**src/rtl/if_fetch_stage.sv**
```systemverilog
// rtl/if_fetch_stage.sv - MIPS instruction fetch stage and IF/ID pipeline register
// Optional macro IF_PERF_CNT_EN adds saturating fetch/stall performance counters.
module if_fetch_stage #(
  parameter int unsigned          PC_WIDTH  = 32,
  parameter logic [PC_WIDTH-1:0]  RESET_PC  = 32'h0000_0000,
  parameter logic [31:0]          NOP_INSTR = 32'h0000_0000
) (
  input  logic                clk,
  input  logic                reset,
  output logic                imem_req,
  output logic [PC_WIDTH-1:0] imem_addr,
  input  logic                imem_ready,
  input  logic [31:0]         imem_rdata,
  input  logic                stall,
  input  logic                branch_taken,
  input  logic [PC_WIDTH-1:0] branch_target,
  output logic [31:0]         ifid_instr,
  output logic [PC_WIDTH-1:0] ifid_pc4,
  output logic                ifid_valid,
  output logic [5:0]          next_opCode
`ifdef IF_PERF_CNT_EN
  ,
  output logic [31:0]         perf_fetch_cnt,
  output logic [31:0]         perf_stall_cnt
`endif
);

  typedef enum logic [1:0] {
    S_FETCH = 2'd0,
    S_HOLD  = 2'd1,
    S_DROP  = 2'd2
  } state_t;

  state_t              state_q;
  logic                req_q;
  logic [PC_WIDTH-1:0] pc_q;
  logic [PC_WIDTH-1:0] redir_q;
  logic [31:0]         buf_instr_q;
  logic [PC_WIDTH-1:0] buf_pc4_q;
  logic [31:0]         instr_q;
  logic [PC_WIDTH-1:0] pc4_q;
  logic                valid_q;

  logic                accept;
  logic [PC_WIDTH-1:0] pc_plus4;
  logic [PC_WIDTH-1:0] redir_pc;
  logic                unused_tgt_bits;

  assign accept          = req_q & imem_ready;
  assign pc_plus4        = pc_q + PC_WIDTH'(4);
  assign redir_pc        = {branch_target[PC_WIDTH-1:2], 2'b00};
  assign unused_tgt_bits = ^branch_target[1:0];

  assign imem_req    = req_q;
  assign imem_addr   = pc_q;
  assign ifid_instr  = instr_q;
  assign ifid_pc4    = pc4_q;
  assign ifid_valid  = valid_q;
  assign next_opCode = valid_q ? instr_q[31:26] : 6'h00;

  always_ff @(posedge clk or negedge reset) begin
    if (!reset) begin
      state_q     <= S_FETCH;
      req_q       <= 1'b0;
      pc_q        <= RESET_PC;
      redir_q     <= RESET_PC;
      buf_instr_q <= NOP_INSTR;
      buf_pc4_q   <= '0;
      instr_q     <= NOP_INSTR;
      pc4_q       <= '0;
      valid_q     <= 1'b0;
    end else begin
      unique case (state_q)
        S_FETCH: begin
          req_q <= 1'b1;
          if (branch_taken) begin
            instr_q <= NOP_INSTR;
            valid_q <= 1'b0;
            // An unanswered request must complete at its old address first.
            if (req_q && !imem_ready) begin
              redir_q <= redir_pc;
              state_q <= S_DROP;
            end else begin
              pc_q <= redir_pc;
            end
          end else if (accept) begin
            pc_q <= pc_plus4;
            if (stall) begin
              buf_instr_q <= imem_rdata;
              buf_pc4_q   <= pc_plus4;
              req_q       <= 1'b0;
              state_q     <= S_HOLD;
            end else begin
              instr_q <= imem_rdata;
              pc4_q   <= pc_plus4;
              valid_q <= 1'b1;
            end
          end else if (!stall) begin
            instr_q <= NOP_INSTR;
            valid_q <= 1'b0;
          end
        end
        S_HOLD: begin
          if (branch_taken) begin
            instr_q     <= NOP_INSTR;
            valid_q     <= 1'b0;
            buf_instr_q <= NOP_INSTR;
            pc_q        <= redir_pc;
            req_q       <= 1'b1;
            state_q     <= S_FETCH;
          end else if (!stall) begin
            instr_q <= buf_instr_q;
            pc4_q   <= buf_pc4_q;
            valid_q <= 1'b1;
            req_q   <= 1'b1;
            state_q <= S_FETCH;
          end
        end
        S_DROP: begin
          if (branch_taken) begin
            instr_q <= NOP_INSTR;
            valid_q <= 1'b0;
            redir_q <= redir_pc;
          end
          if (imem_ready) begin
            pc_q    <= branch_taken ? redir_pc : redir_q;
            state_q <= S_FETCH;
          end
        end
        default: begin
          state_q <= S_FETCH;
          req_q   <= 1'b1;
        end
      endcase
    end
  end

`ifdef IF_PERF_CNT_EN
  logic fetch_ev;
  assign fetch_ev = (state_q == S_FETCH) && accept && !branch_taken;

  always_ff @(posedge clk or negedge reset) begin
    if (!reset) begin
      perf_fetch_cnt <= '0;
      perf_stall_cnt <= '0;
    end else begin
      if (fetch_ev && (perf_fetch_cnt != 32'hFFFF_FFFF)) begin
        perf_fetch_cnt <= perf_fetch_cnt + 32'd1;
      end
      if (stall && (perf_stall_cnt != 32'hFFFF_FFFF)) begin
        perf_stall_cnt <= perf_stall_cnt + 32'd1;
      end
    end
  end
`endif

endmodule

```
**config.mk**
```make
export PLATFORM = sky130hd
export DESIGN_NAME = if_fetch_stage
export DESIGN_NICKNAME = d
export VERILOG_FILES = /design/src/rtl/if_fetch_stage.sv
export SDC_FILE = /design/constraint.sdc
export NUM_CORES = 1
export LEC_CHECK = 0
export CORE_MARGIN = 8
export CORE_UTILIZATION = 45
export DETAILED_ROUTE_END_ITERATION = 10
export PLACE_DENSITY_LB_ADDON = 0.1
export SLEW_MARGIN = 30
export SYNTH_ARGS = -nofsm -noshare
export SYNTH_HDL_FRONTEND = slang
export SYNTH_SLANG_ARGS = --single-unit
```
**constraint.sdc**
```tcl
create_clock -name clk -period 2.7 [get_ports clk]
set_input_delay 0.54 -clock clk [delete_from_list [all_inputs] [get_ports clk]]
set_output_delay 0.54 -clock clk [all_outputs]
set_load 0.02 [all_outputs]
```
==> results.txt, run 1 <==
- WL final: 26500 um
- Worst reg-to-reg path cell count: 7
- Most frequent cells after synthesis: sky130_fd_sc_hd__dfrtp_1 (196), sky130_fd_sc_hd__nor2_1 (100), sky130_fd_sc_hd__nand2_1 (98), sky130_fd_sc_hd__o21ai_0 (94), sky130_fd_sc_hd__a21oi_1 (71)
- Post-synthesis sequential element count: 196
- Setup repair after global routing left no endpoint under its margin.
- In the synthesized netlist the async set-or-reset flop fraction comes to 100%.
- Detailed Routing Iterations Pass 1: 6
* Number of input and output port buffers inserted: 170
* Period Utilization, post-route: 88.1%
- Capture point of the worst reg-to-reg path: imem_addr[4]
* Final-report hold violation count: 0
- Top flip-flop cell by instance count after synthesis: sky130_fd_sc_hd__dfrtp_1
- Number of enable-type register cells in the synthesized netlist: 0
* Vias in the first global route: 8036
- Area of combinational cells with multiple inputs: 4310 um^2
* CP startpoint kind: register
* Signal arrival time at the worst endpoint: 2710 ps
- Once detail routing completed, the nets flagged for antenna violations numbered 0.
* Synth area leaders: sky130_fd_sc_hd__dfrtp_1 (51%), sky130_fd_sc_hd__o21ai_0 (4.9%), sky130_fd_sc_hd__mux2_2 (4.5%), sky130_fd_sc_hd__nor2_1 (3.9%), sky130_fd_sc_hd__nand2_1 (3.8%)
* Last weighted congestion value of the routability-driven placer: 0.927
- Via total after detailed routing: 8131
- TritonCTS built the clock tree.
- Maximum fanout count along the critical path: 15
- The max-slew violation total from the final report is 0.
- STA puts the critical path data required time at 3030 ps.
- For the pin with the worst max-slew slack, the measured transition is 729 ps.
* Minimum setup slack in the final design: 320 ps
* Average cell area after synthesis: 9.58 um^2
- The worst register-to-register path begins at state_q[0].
- Clock tree buffer depth: 2
- From left edge to right edge, the die measures 162 um.
- Pin count of the biggest net entering global routing: 78
- Clock tree root driver cell: sky130_fd_sc_hd__clkbuf_16
- Post-synth top area share: 51.2%
- Peak Freq: 0.420 GHz
* Initial detailed-routing violation count: 686
* Final #Nets: 1224
* Min-delay worst type: input port to async pin
- After detailed routing, the number of vias per cell comes to 5.65.
- STA classifies the critical path endpoint as a register.
- Counting every instance in the synthesized netlist gives 1000.
- The count of cells in the finished layout, fillers not included, comes to 1438.
* Yosys top cell by area: sky130_fd_sc_hd__dfrtp_1
* Syn Nets: 1074
* Hold_buf cts: 0
- Post-synthesis sequential area ratio: 51.2%
* Reg-to-reg setup timing slack: 320 ps
* Count of warnings emitted by yosys: 0
- In this run the tightest slew margin relative to its limit is 51.4%.
* Remaining global-route overflow: 0
- Vertical die dimension: 162 um
- Setup violations remaining at the end of the flow were counted as 0.
- The critical path in this run is classified as register to register.
* # fillers: 1919
- Post-cts sizing count: 0
* Leakage power total: 5.16 nW
* Synthesized cell area: 9580 um^2
- For the final database, setup skew stands at 13.2 ps.
* Worst slack at placement: 148 ps
- The design draws 14.4 mW.
- After detailed routing, the average wire length per cell comes to 18.4 um.
- 0 antenna diodes ended up in the layout.
- The run finished with clean final reports.
* Area of the core: 21000 um^2
* Half-perimeter wire length after placement: 18600 um
* Count of distinct cell types in the synthesized netlist: 56
- The first global-routing pass estimated 43300 um of wire.
- Once the floorplan was initialized, standard cells occupied 45.7% of the core.
- Compared with the post-synthesis result, the final layout area differs by 29.4%.
- In this run the power density over the cells is 1160 nW/um^2.
- At the later pin of the worst-skew pair, clock insertion delay measures 430 ps.
* Die outline area: 26200 um^2
* Share of final-layout standard cells stronger than drive strength 1: 11.6%
- Across the VDD grid, the largest voltage drop is 0.474 mV.
- After detailed routing, the number of remaining DRC violations is 0.
- The number of antenna violations at the first check in global routing is 0.
- Fin crit period: 2380 ps
* Number of ports placed on the die boundary: 173
- Clk pin slew, worst setup/hold paths: 70 ps
* Cell total after placement: 1405
- Across every metal layer, demand over resource in global routing totals 20.3%.
* Total Negative Setup Slacks: 0 ps
* Clock sink total: 196
* Number of violations of the max-capacitance limit: 0
- The number of clock buffers added by TritonCTS is 17.
* Std-Cell Rows: 53
- H-tree lvl count: 4
- Most instantiated library cell after synthesis: sky130_fd_sc_hd__dfrtp_1
- The number of setup buffers added after CTS is 0.
- Combined flip-flop and latch cell area: 4900 um^2
metrics by stage:
| stage | hold slack, ps | utilization [%] | instance area [um^2] |
|---|---|---|---|
| after floorplan | 244 | - | 9580 |
| after global placement | 461 | 56.2 | 11800 |
| after detailed placement | 470 | 56.2 | 11800 |
| after CTS | 161 | 59.0 | 12400 |
| after global routing | 167 | 59.2 | 12400 |
| final | 129 | 59.2 | 12400 |
cell usage in the layout, fill, tap and decap left out, types with 10 or more instances in the layout:
cell type and n:
sky130_fd_sc_hd__dfrtp_1 196, sky130_fd_sc_hd__clkdlybuf4s50_1 169, sky130_fd_sc_hd__nor2_1 98, sky130_fd_sc_hd__nand2_1 98
sky130_fd_sc_hd__o21ai_0 93, sky130_fd_sc_hd__a21oi_1 71, sky130_fd_sc_hd__nand3_1 50, sky130_fd_sc_hd__a22oi_1 39
sky130_fd_sc_hd__mux2_2 38, sky130_fd_sc_hd__buf_4 35, sky130_fd_sc_hd__inv_1 20, sky130_fd_sc_hd__nor3_1 18
sky130_fd_sc_hd__clkbuf_16 17, sky130_fd_sc_hd__a222oi_1 15, sky130_fd_sc_hd__o2bb2ai_1 13, sky130_fd_sc_hd__xnor2_1 13
sky130_fd_sc_hd__mux2i_1 13, sky130_fd_sc_hd__nand4_1 11, sky130_fd_sc_hd__and2_1 11, sky130_fd_sc_hd__o31ai_1 10
registers in the layout, summed over array words and instances, names as in the netlist:
name	count
imem_req	1
imem_addr	32
state_q	2
redir_q	32
buf_pc4_q	32
ifid_valid	1
ifid_instr	32
buf_instr_q	32
ifid_pc4	32
routing by layer:
layer,GRT usage (%),part of all wire [%],vias up
met4,5.22,1.4,0
li1,-,-,3924
met5,0,0,-
met2,31.4,45,250
met3,4.58,5.4,33
met1,28.3,48,3924
cells by family (layout without fill, tap and decap cells):
group / Yosys count / in the layout / synth area share [%]
and+or+nand+nor: 331 / 331 / 16.6
AOI/OAI and AO/OA: 295 / 295 / 19.8
DFF: 196 / 196 / 51.2
buffers and inverters: 104 / 267 / 4.36
muxes: 51 / 51 / 5.82
xor gates and xnor gates: 18 / 18 / 1.65
adders and majority gates: 5 / 5 / 0.653
worst max path at each step:
stage	start	end	slack, ps	depth (start not counted)
floorplan	imem_addr[2]	ifid_pc4[30]	610	6
global placement	branch_taken	imem_addr[17]	180	7
detailed placement	stall	ifid_instr[6]	150	7
CTS	state_q[0]	ifid_instr[6]	220	8
global route	state_q[0]	imem_addr[4]	110	7
finish	state_q[0]	imem_addr[4]	320	7
layout make-up:
class / instances / area share [%]
flip-flops and latches: 196 / 39.6
inverters: 21 / 0.636
multi-input cells: 700 / 34.8
clock inverters: 11 / 1.13
clock buffers: 21 / 3.71
well taps: 275 / 2.78
repair buffers: 214 / 17.4
where the power goes:
| group | switching, mW | internal [mW] |
|---|---|---|
| clock | 1.15 | 1.44 |
| combinational | 3.72 | 2.94 |
| sequential | 0.964 | 4.21 |
| total | 5.84 | 8.59 |
worst max-delay path, stage by stage (launching register included):
cell and delay, ps:
sky130_fd_sc_hd__dfrtp_1 450, sky130_fd_sc_hd__inv_1 100, sky130_fd_sc_hd__ha_1 390, sky130_fd_sc_hd__nor2b_1 180
sky130_fd_sc_hd__o21ai_2 570, sky130_fd_sc_hd__buf_4 310, sky130_fd_sc_hd__a222oi_1 100, sky130_fd_sc_hd__o21ai_0 190
Power figures use the tool's default switching activity.
==> run 2, diff against run 1 <==
Clock period 2.7 ns to 2.13 ns, I/O delays scaled along.
==> run 2 against run 1 <==
  * Flip-flop and latch count unchanged
  * Worst hold slack improved by 350 ps
  * Via count increased by 2.6%
  * Critical path type is now register to output pin
  * Global-route usage increased by 0.61 points
  * Largest cell class unchanged
  * First-iteration DRC count decreased by 13%
  * Die area unchanged
  * Clock skew decreased by 2.2 ps
  * Total power increased by 31%
  * Sequential power increased by 23%
  * Setup slack got worse by 260 ps
  * Clock power increased by 24%
==> results.txt, run 2 (synthesis gave the netlist of run 1 again) <==
- Setup Crit Path Kind: register to output pin
* Initial detailed-routing violation count: 597
- Clock tree buffer depth: 2
- The clock arrives with 11.1 ps of skew.
- Commonest cells after routing, fill and taps aside: sky130_fd_sc_hd__dfrtp_1 (191), sky130_fd_sc_hd__clkdlybuf4s50_1 (168), sky130_fd_sc_hd__nand2_1 (98)
- RSZ-0062 raised after global routing: yes
- Peak Freq: 0.484 GHz
- Clock tree root driver cell: sky130_fd_sc_hd__clkbuf_16
- The final route contains 8341 vias.
- Antenna viol nets, final: 0
- In the final design database the tool counted 1277 nets.
* Maximum fanout count along the critical path: 7
* Global-route wire length before repair: 44500 um
- The number of global-route vias before repair came to 8261.
- Clock sink total: 196
- From bottom edge to top edge, the die measures 162 um.
- Fin crit period: 2070 ps
- Entering global routing, the biggest net connects 65 pins.
- Area Overhead vs Synth: 35.2%
- The core region is 21000 um^2.
- Number of input and output port buffers inserted: 170
- Summed over all failing endpoints, the final setup total negative slack is 0 ps.
* Slowest library cell on the worst path: sky130_fd_sc_hd__clkdlybuf4s50_1
- Most frequent standard cell in the layout excluding fill and tap cells: sky130_fd_sc_hd__dfrtp_1
- At the pin with the least slew margin, the transition time is 523 ps.
- Overall die width: 162 um
- Cell total after placement: 1458
- Initial antenna violation count: 0
- Routability-driven placement finished with a final weighted congestion of 0.922.
- Of the available clock period, the critical path in the final layout requires 97.1%.
- Detailed Routing Iterations Pass 1: 7
- The die covers 26200 um^2.
- Using the TritonRoute via totals, the vias-per-cell ratio works out to 5.59.
* Relative slew slack: 65.2%
* Delay of the slowest critical-path stage: 670 ps
- Endpoint kind of the worst setup timing path: output pin
- STA puts the critical path data arrival time at 1640 ps.
- After detailed routing, the total wire length is 27100 um.
- The hold violation count in the final report came to 0.
- Buffers added to address setup during post-CTS repair amount to 0.
- 0 antenna diodes ended up in the layout.
- In this design, the largest share of critical-path delay is due to buffers and inverters.
- Cells fill 61.8% of the core in the end.
* Number of ports placed on the die boundary: 173
- Max-cap violations in this run came to 0.
- Total routing usage reported by global routing: 20.9%
* Std-Cell Rows: 53
* Clk pin slew, worst setup/hold paths: 70 ps
* H-tree lvl count: 4
- The max-slew violation total from the final report came to 0.
- Effective utilization at floorplan: 45.7%
- Half-perimeter wire length after placement: 19400 um
- Pwr Density: 1460 nW/um^2
* Non-Filler Instances: 1491
- Peak supply drop: 0.680 mV
* Wire per inst: 18.2 um
- Min-delay worst type: register to register
* Remaining global-route overflow: 0
- Power after layout: 19.0 mW
- Leakage power total: 5.50 nW
- Critical path, cell by cell: clkdlybuf4s50_1
- Total CTS buffers: 17
- WP data required: 1700 ps
- Count of endpoints failing setup in the final report: 0
- Standard cell area after detailed placement: 12300 um^2
- CP startpoint kind: register
* TritonCTS clock tree: done
- Clock latency of the later-clocked register in the worst-skew pair: 430 ps
- Number of DRC violations after detailed routing: 0
* Status: finished, final reports clean
- Critical path buffers and inverters: 1
- Non-Filler Cell Area, Final: 13000 um^2
* Share of final-layout standard cells stronger than drive strength 1: 16.5%
run 2: cell types whose count changed in the layout (fill, tap and decap cells not counted), moves of 2 or more:
| cell | change |
|---|---|
| sky130_fd_sc_hd__clkinvlp_4 | -3 |
| sky130_fd_sc_hd__clkinv_2 | +3 |
| sky130_fd_sc_hd__buf_4 | +41 |
| sky130_fd_sc_hd__dfrtp_1 | -5 |
| sky130_fd_sc_hd__dfrtp_2 | +5 |
| sky130_fd_sc_hd__nor2_1 | -2 |
| sky130_fd_sc_hd__nor2_2 | +2 |
| sky130_fd_sc_hd__clkinv_4 | +3 |
| sky130_fd_sc_hd__clkbuf_1 | -2 |
| sky130_fd_sc_hd__buf_12 | +12 |
run 2: repair_timing:
item	4_1_cts	5_1_grt
pin swaps	0	0
endpoints found under the hold margin	51	0
setup endpoints to repair	1	49
gates resized for setup	1	15
hold buffers	1	0
run 2: path summary, 6_finish.rpt:
path,cells past startpoint,from,to,slack [ps]
worst max-delay path,1,imem_addr[30],imem_addr[30],60
worst max register to register,6,imem_addr[15],imem_addr[26],80
max in group asynchronous,3,reset,buf_instr_q[4],970
min in group asynchronous,2,reset,ifid_instr[25],530
worst min-delay path,2,ifid_pc4[2],ifid_pc4[2],480
worst min register to register,2,ifid_pc4[2],ifid_pc4[2],480
run 2: routing by layer:
layer	vias up	routed length [um]	share of wire, %	GRT usage [%]
li1	4035	-	-	-
met1	4044	12700	47	29.2
met2	233	12400	46	32.3
met3	29	1550	5.7	4.43
met4	0	472	1.7	5.85
met5	-	0	0	0
run 2: stage by stage:
stage | hold slack (ps) | setup slack [ps]
floorplan | 130 | 38.0
global placement | 449 | -0.0768
detailed placement | 447 | -52.1
CTS | 486 | 11.8
global route | 516 | -7.70
finish | 480 | 62.2
run 2: worst min-delay path, delay by kind of cell, from the launching register on:
family          cells  cell delay [ps]
flops               1              340
compound gates      1               60
simple gates        1               50
run 2: power by group:
part           internal [mW]  total [mW]  switching (mW)
clock                   1.68        3.20            1.52
sequential              5.35        6.36            1.01
combinational           4.34        9.41            5.07
run 2: layout make-up:
| cell class | instances | area, um^2 |
|---|---|---|
| Clock inverter | 14 | 145 |
| Clock buffer | 18 | 439 |
| Inverter | 21 | 78.8 |
| Timing Repair Buffer | 267 | 2690 |
| Tap cell | 275 | 344 |
| Sequential cell | 196 | 4910 |
| Multi-Input combinational cell | 700 | 4350 |
| Fill cell | 1809 | 8000 |
